--- src/rtl/vga_timing_gen.sv ---
// VGA raster timing generator.
// Horizontal and vertical counters walk the frame. The visible-pixel request
// and the line/frame pulses come straight from the counters. hsync, vsync,
// blank_n, sync_n and the colour gate pass through a PIX_LAT-deep pipeline so
// that they line up with colour_in coming back from the pixel source.
// Ports:
//   clk, rst        single clock, synchronous active-high reset
//   en              pixel-clock enable; all state advances only when high
//   colour_in       {R,G,B} for the pixel requested PIX_LAT enabled cycles ago
//   x_pixel/y_pixel raw h/v counters
//   pix_req         current (x,y) lies in the visible area
//   hsync/vsync     delayed syncs at HS_POL/VS_POL when asserted
//   red/green/blue  gated colour, zero outside the delayed visible area
//   blank_n         delayed pix_req
//   sync_n          delayed composite sync, active-low
//   line_start      en && h==0
//   frame_start     en && h==0 && v==0
`timescale 1ns/1ps
module vga_timing_gen #(
  parameter int unsigned H_ACTIVE = 640,
  parameter int unsigned H_FP     = 16,
  parameter int unsigned H_SYNC   = 96,
  parameter int unsigned H_BP     = 48,
  parameter int unsigned V_ACTIVE = 480,
  parameter int unsigned V_FP     = 10,
  parameter int unsigned V_SYNC   = 2,
  parameter int unsigned V_BP     = 33,
  parameter logic        HS_POL   = 1'b0,
  parameter logic        VS_POL   = 1'b0,
  parameter int unsigned CW       = 8,
  parameter int unsigned PIX_LAT  = 1,
  parameter int unsigned XW       = 10,
  parameter int unsigned YW       = 10
) (
  input  logic            clk,
  input  logic            rst,
  input  logic            en,
  input  logic [3*CW-1:0] colour_in,
  output logic [XW-1:0]   x_pixel,
  output logic [YW-1:0]   y_pixel,
  output logic            pix_req,
  output logic            hsync,
  output logic            vsync,
  output logic [CW-1:0]   red,
  output logic [CW-1:0]   green,
  output logic [CW-1:0]   blue,
  output logic            blank_n,
  output logic            sync_n,
  output logic            line_start,
  output logic            frame_start
);

  localparam int unsigned H_TOTAL = H_ACTIVE + H_FP + H_SYNC + H_BP;
  localparam int unsigned V_TOTAL = V_ACTIVE + V_FP + V_SYNC + V_BP;

  localparam logic [XW-1:0] H_FP_START   = XW'(H_ACTIVE);
  localparam logic [XW-1:0] H_SYNC_START = XW'(H_ACTIVE + H_FP);
  localparam logic [XW-1:0] H_BP_START   = XW'(H_ACTIVE + H_FP + H_SYNC);
  localparam logic [XW-1:0] H_LAST       = XW'(H_TOTAL - 1);
  localparam logic [YW-1:0] V_FP_START   = YW'(V_ACTIVE);
  localparam logic [YW-1:0] V_SYNC_START = YW'(V_ACTIVE + V_FP);
  localparam logic [YW-1:0] V_BP_START   = YW'(V_ACTIVE + V_FP + V_SYNC);
  localparam logic [YW-1:0] V_LAST       = YW'(V_TOTAL - 1);

  typedef enum logic [1:0] {
    REG_ACTIVE,
    REG_FP,
    REG_SYNC,
    REG_BP
  } region_e;

  typedef struct packed {
    logic hs;
    logic vs;
    logic vis;
    logic sync_n;
  } stage_t;

  localparam stage_t STAGE_BLANK = '{hs: ~HS_POL, vs: ~VS_POL, vis: 1'b0, sync_n: 1'b1};

  logic [XW-1:0] h_q, h_d;
  logic [YW-1:0] v_q, v_d;
  region_e       h_region, v_region;
  stage_t        raw, del;

  always_comb begin
    h_d = h_q;
    v_d = v_q;
    if (en) begin
      if (h_q == H_LAST) begin
        h_d = '0;
        v_d = (v_q == V_LAST) ? '0 : v_q + 1'b1;
      end else begin
        h_d = h_q + 1'b1;
      end
    end
  end

  always_ff @(posedge clk) begin
    if (rst) begin
      h_q <= '0;
      v_q <= '0;
    end else begin
      h_q <= h_d;
      v_q <= v_d;
    end
  end

  always_comb begin
    h_region = REG_BP;
    if      (h_q < H_FP_START)   h_region = REG_ACTIVE;
    else if (h_q < H_SYNC_START) h_region = REG_FP;
    else if (h_q < H_BP_START)   h_region = REG_SYNC;
  end

  always_comb begin
    v_region = REG_BP;
    if      (v_q < V_FP_START)   v_region = REG_ACTIVE;
    else if (v_q < V_SYNC_START) v_region = REG_FP;
    else if (v_q < V_BP_START)   v_region = REG_SYNC;
  end

  always_comb begin
    raw.hs     = (h_region == REG_SYNC) ? HS_POL : ~HS_POL;
    raw.vs     = (v_region == REG_SYNC) ? VS_POL : ~VS_POL;
    raw.vis    = (h_region == REG_ACTIVE) && (v_region == REG_ACTIVE);
    raw.sync_n = !((h_region == REG_SYNC) || (v_region == REG_SYNC));
  end

  generate
    if (PIX_LAT == 0) begin : g_nolat
      always_comb del = raw;
    end else begin : g_pipe
      stage_t pipe_q [PIX_LAT];

      always_ff @(posedge clk) begin
        if (rst) begin
          for (int unsigned i = 0; i < PIX_LAT; i++) pipe_q[i] <= STAGE_BLANK;
        end else if (en) begin
          pipe_q[0] <= raw;
          for (int unsigned i = 1; i < PIX_LAT; i++) pipe_q[i] <= pipe_q[i-1];
        end
      end

      always_comb del = pipe_q[PIX_LAT-1];
    end
  endgenerate

  always_comb begin
    x_pixel     = h_q;
    y_pixel     = v_q;
    pix_req     = raw.vis;
    line_start  = en && (h_q == '0);
    frame_start = en && (h_q == '0) && (v_q == '0);
    hsync       = del.hs;
    vsync       = del.vs;
    blank_n     = del.vis;
    sync_n      = del.sync_n;
    // Colour arrives already aligned with the delayed stage; only the gate is registered.
    red         = del.vis ? colour_in[3*CW-1:2*CW] : '0;
    green       = del.vis ? colour_in[2*CW-1:CW]   : '0;
    blue        = del.vis ? colour_in[CW-1:0]      : '0;
  end

endmodule

--- config.mk ---
export PLATFORM = sky130hd
export DESIGN_NAME = vga_timing_gen
export DESIGN_NICKNAME = d
export VERILOG_FILES = /design/src/rtl/vga_timing_gen.sv
export SDC_FILE = /design/constraint.sdc
export NUM_CORES = 1
export LEC_CHECK = 0
export ABC_AREA = 0
export CELL_PAD_IN_SITES_DETAIL_PLACEMENT = 0
export CELL_PAD_IN_SITES_GLOBAL_PLACEMENT = 2
export CORE_ASPECT_RATIO = 1.1
export CORE_MARGIN = 2
export CORE_UTILIZATION = 23
export DETAILED_ROUTE_END_ITERATION = 8
export PLACE_DENSITY_LB_ADDON = 0.1
export SLEW_MARGIN = 20
export SYNTH_ARGS = -nofsm -noshare
export SYNTH_HDL_FRONTEND = slang
export SYNTH_SLANG_ARGS = --single-unit
--- constraint.sdc ---
create_clock -name clk -period 3.3 [get_ports clk]
set_input_delay 0.495 -clock clk [delete_from_list [all_inputs] [get_ports clk]]
set_output_delay 0.495 -clock clk [all_outputs]
set_load 0.01 [all_outputs]
# Word level (Yosys, flattened, before mapping)
# Memories as Yosys holds them, arrays and structs flattened.
# Cells that the tools add are included.
# word_totals
out_inout_bits	51
mem_bits_rw	4
mem_count	1
elab_cells	46
register_bits	20
# memory_table
name	words	width	rd	rd_ports_with_merged_regs	write_ports	line_no	rtl
g_pipe.pipe_q	1	4	1	0	1	134	stage_t pipe_q [PIX_LAT];
# classes
magnitude_cmp	6
n_reduce_logical	11
n_addsub	2
n_mux	20
eq_ne	4
# op_table
op	n
< comparator 10 bit, second input constant	3
< comparator 10 x 9 -> 1 bit, second input constant	3
2-to-1 mux 8 bit	3
adder 10 x 1 -> 10 bit, second input constant	2
== test 10 bit, second input constant	2
logical NOT 10 bit	2
2-to-1 mux 10 bit	2
2-to-1 mux 1 bit	10
2-to-1 mux 2 bit	4
== test 2 bit, second input constant	2
logical NOT 2 bit	2
2-to-1 mux 4 bit	1
OR reduction 4 bit	1
logical AND 1 bit	3
AND reduction 2 bit	1
logical NOT 1 bit	1
logical OR 1 bit	1

# Depth between registers and ports, before layout
# depth
depth_word	8
depth_mapped	7
mapped_depth_nobuf	5

# Worst setup path after synthesis
# No wires, ideal clock.
# synth_timing
path_type	input -> output
start	input en
end	output frame_start
arrival_ns	1.344
path_stages	4
required_ns	2.805
setup_slack_ns	1.461
cell_sequence	clkbuf_1 nor3b_1 and3_1 and4_1
# synth_via
elab_chain_cells	2
# synth_lines
element	line_no	rtl
start: declaration	37	input logic en,
logical AND 1 bit	--	
named net line_start	49	output logic line_start,
logical AND 1 bit	154	frame_start = en && (h_q == '0) && (v_q == '0);
end: declaration	50	output logic frame_start
# The timed path passes the listed nets, and every way through them passes these cells.

# Worst setup path after layout
# layout_timing
start	register h_q[7] (netlist: x_pixel[7])
end	output frame_start
# layout_via
elab_chain_cells	3
# layout_lines
element	line_no	rtl
start: declaration	81	logic [XW-1:0] h_q, h_d;
start signal: assignment	101	h_q <= '0;
start signal: assignment	104	h_q <= h_d;
logical NOT 10 bit	154	
logical AND 1 bit (2 in a row)	154	
# Every way passes these cells.

==> results.md <==
* Diodes inserted at 0
* # resized after CTS at 0
* Synth Area in XOR/XNOR at 6.615%
* WP buf/inv at 1
* Worst slew pin tran at 549.6 ps
* GP Congestion at 0.7135
* Required @ worst endpoint at 2800 ps
* First-pass GRT wire length at 6.920 mm
* Post-synthesis simple-gate area fraction at 42.10%
* Final Max Slew Viols at 0
* Worst Hold Class: reg -> reg
* Sequential share of the synthesized area at 35.74%
* Overflow after GRT at 0
* Hold_buf cts at 0
* Power Density at 263.6 mW/mm^2
* VDD IR max at 163.0 uV
* Worst setup EP type: output port
* DP Worst Slack at 728.9 ps
* Vias at 1429
* Post-Syn Area per Cell at 8.773 um^2
* Synth top area cells: dfxtp_1 (27%), and2_1 (12%), edfxtp_1 (8.2%), xor2_1 (6.0%), and3_1 (3.4%)
* Die height at 87.46 um
* Postcts setup bufs at 0
* Crit path max-delay family: simple AND/OR/NAND/NOR gates
* Clock transition at path regs at 90 ps
* Dpl hpwl at 3.589 mm
* Clk sink count at 24
* Top-area cell type share of the netlist area at 27.49%
* Vias in the first global route at 1308
* Setup ws final at 691.6 ps
* Final setup violation count at 0
* Num CTS Buffers at 3
* CP peak stage delay at 540 ps
* Routed WL at 4.533 mm
* Die Area at 0.006985 mm^2
* CTS root buffer: clkbuf_8
* Fraction of the cycle the final worst path needs at 79.04%
* Status: completed
* Rel. slew slack at 63.36%
* Largest net degree at the start of global routing at 26
* # fillers at 633
* Initial Util at 23.66%
* CP max-delay cell: clkdlybuf4s50_1
* Die width at 79.87 um
* Leak at 0.8363 nW
* Core area at 0.006156 mm^2
* DRT antenna net count at 0
* Routed WL per cell at 14.17 um
* Synth-to-Final Area Change at 60.57%
* Cells after Synth at 166
* DRT Pass-1 Iters at 4
* EDFF count, synth at 4
* Clock H-tree levels at 1
* Share of cells above drive strength 1 at 5.000%
* Num ports at 78
* GRT Total Usage at 12.68%
* Sequential cell area at 520.5 um^2
* RSZ-0062 raised after global routing: no
* Flops & latches, synth at 24
* Final hold vios at 0
* Number of distinct library cells after synthesis at 39
* Most frequent cells in the layout: clkdlybuf4s50_1 (77), and2_1 (27), dfxtp_1 (20)
* Initial DRC count at 61
* Maximum Capacitance Violations at 0
* Vias/cell at 4.466
* Post-synthesis mux area share at 0.6873%
* Adder-Cell Fraction of Synth Area at 3.436%
* Final Skew at 5.580 ps
* Syn nets at 197
* Num rows at 30
* Warnings, synthesis at 0
* Ys async rst share at 0%
* Core Util, Final at 37.99%
* Setup CP Type: reg -> out
* Max Buffers Root-to-Sink at 2
* Setup TNS at 0 ps
* Number of antenna violations at the first check in global routing at 0
* DRC at 0
* Commonest non-fill, non-tap cell in the layout: clkdlybuf4s50_1
* Synth Cell Area at 0.001456 mm^2
* Startpoint class of the critical path: register
* Largest family of logic cells by synthesized area: simple AND/OR/NAND/NOR gates
* Clk_lat worst skew at 260 ps
* CP max FO at 6
* Area of the multi-input gates at 872.1 um^2
* CP arrival at 2110 ps
* Cell taking the most area after synthesis: dfxtp_1
* Crit-path cells: or2_2 > nor3b_1 > and3_1 > and4_1 > clkdlybuf4s50_1
* Final #Nets at 272
* Synth Area in Compound Gates at 7.045%
* Overall Power at 0.0006163 W
* TritonCTS clock tree: built
* Synth Flop Type: dfxtp_1
* Final min period at 2608 ps
* Achievable frequency at 383.4 MHz
* Input/output buffers at 77
cells by family after synthesis:
family                     after synthesis
DFF                                     24
xor gates and xnor gates                11
AOI/OAI and AO/OA                       16
muxes                                    1
buffers and inverters                   13
adders and majority gates                4
and+or+nand+nor                         97
layer usage:
layer  GRT usage (%)  routed length (um)
met4           3.544                  49
met5               0                   0
met2           20.78                2075
met3           3.008                 373
met1           16.66                2034
through the flow:
stage | area, um^2 | cells | hold WS [ps]
floorplan | 1456 | 166 | 516.1
global placement | 2293 | 316 | 505.6
detailed placement | 2293 | 316 | 516.8
CTS | 2338 | 320 | 531.7
global route | 2338 | 320 | 551.4
finish | 2338 | 320 | 522.0
worst register-to-register path, cell delays in order, from the launching register on:
cell	delay (ps)
dfxtp_1	400
ha_1	250
and4_1	430
nand4_4	180
or4_1	490
a21oi_1	140
synth_stat cells, types with 2 or more instances:
library cell and n:
inv_1 4, nand3_1 6, and2_1 27, xor2_1 10, nor4_1 2, o21ai_0 2
nor2_1 6, and3_1 8, or2_2 2, edfxtp_1 4, nor3_1 8, ha_1 4
and4b_1 2, buf_4 2, nand2b_1 5, and3_2 2, o31ai_1 3, nand4_1 5
nand2_1 8, and4_1 3, dfxtp_1 20, nand3b_1 2, a21oi_1 7, or4_1 4
clkbuf_1 6
sequential cells by signal (all words and copies together) (netlist names):
| name | cells |
|---|---|
| g_pipe.pipe_q | 4 |
| y_pixel | 10 |
| x_pixel | 10 |
worst paths after layout:
path	start	end	slack, ps	cells past startpoint
worst max-delay path	x_pixel[7]	frame_start	690	5
worst min-delay path	x_pixel[1]	x_pixel[1]	520	2
worst max register to register	x_pixel[0]	y_pixel[6]	1350	5
worst min register to register	x_pixel[1]	x_pixel[1]	520	2
layout make-up:
class | instances | area share, %
Sequential cell | 24 | 22.26
Inverter | 4 | 0.6421
Clock buffer | 3 | 1.766
Timing Repair Buffer | 79 | 33.60
Multi-Input combinational cell | 129 | 37.29
Clock inverter | 1 | 0.1605
Tap cell | 80 | 4.280
report_power, final:
group,internal [W],switching (W)
clock network,0.0000831,0.0000953
registers,0.000301,0.00000782
logic,0.0000850,0.0000439
total,0.000469,0.000147
No activity file was read; power rests on OpenSTA's default activity.
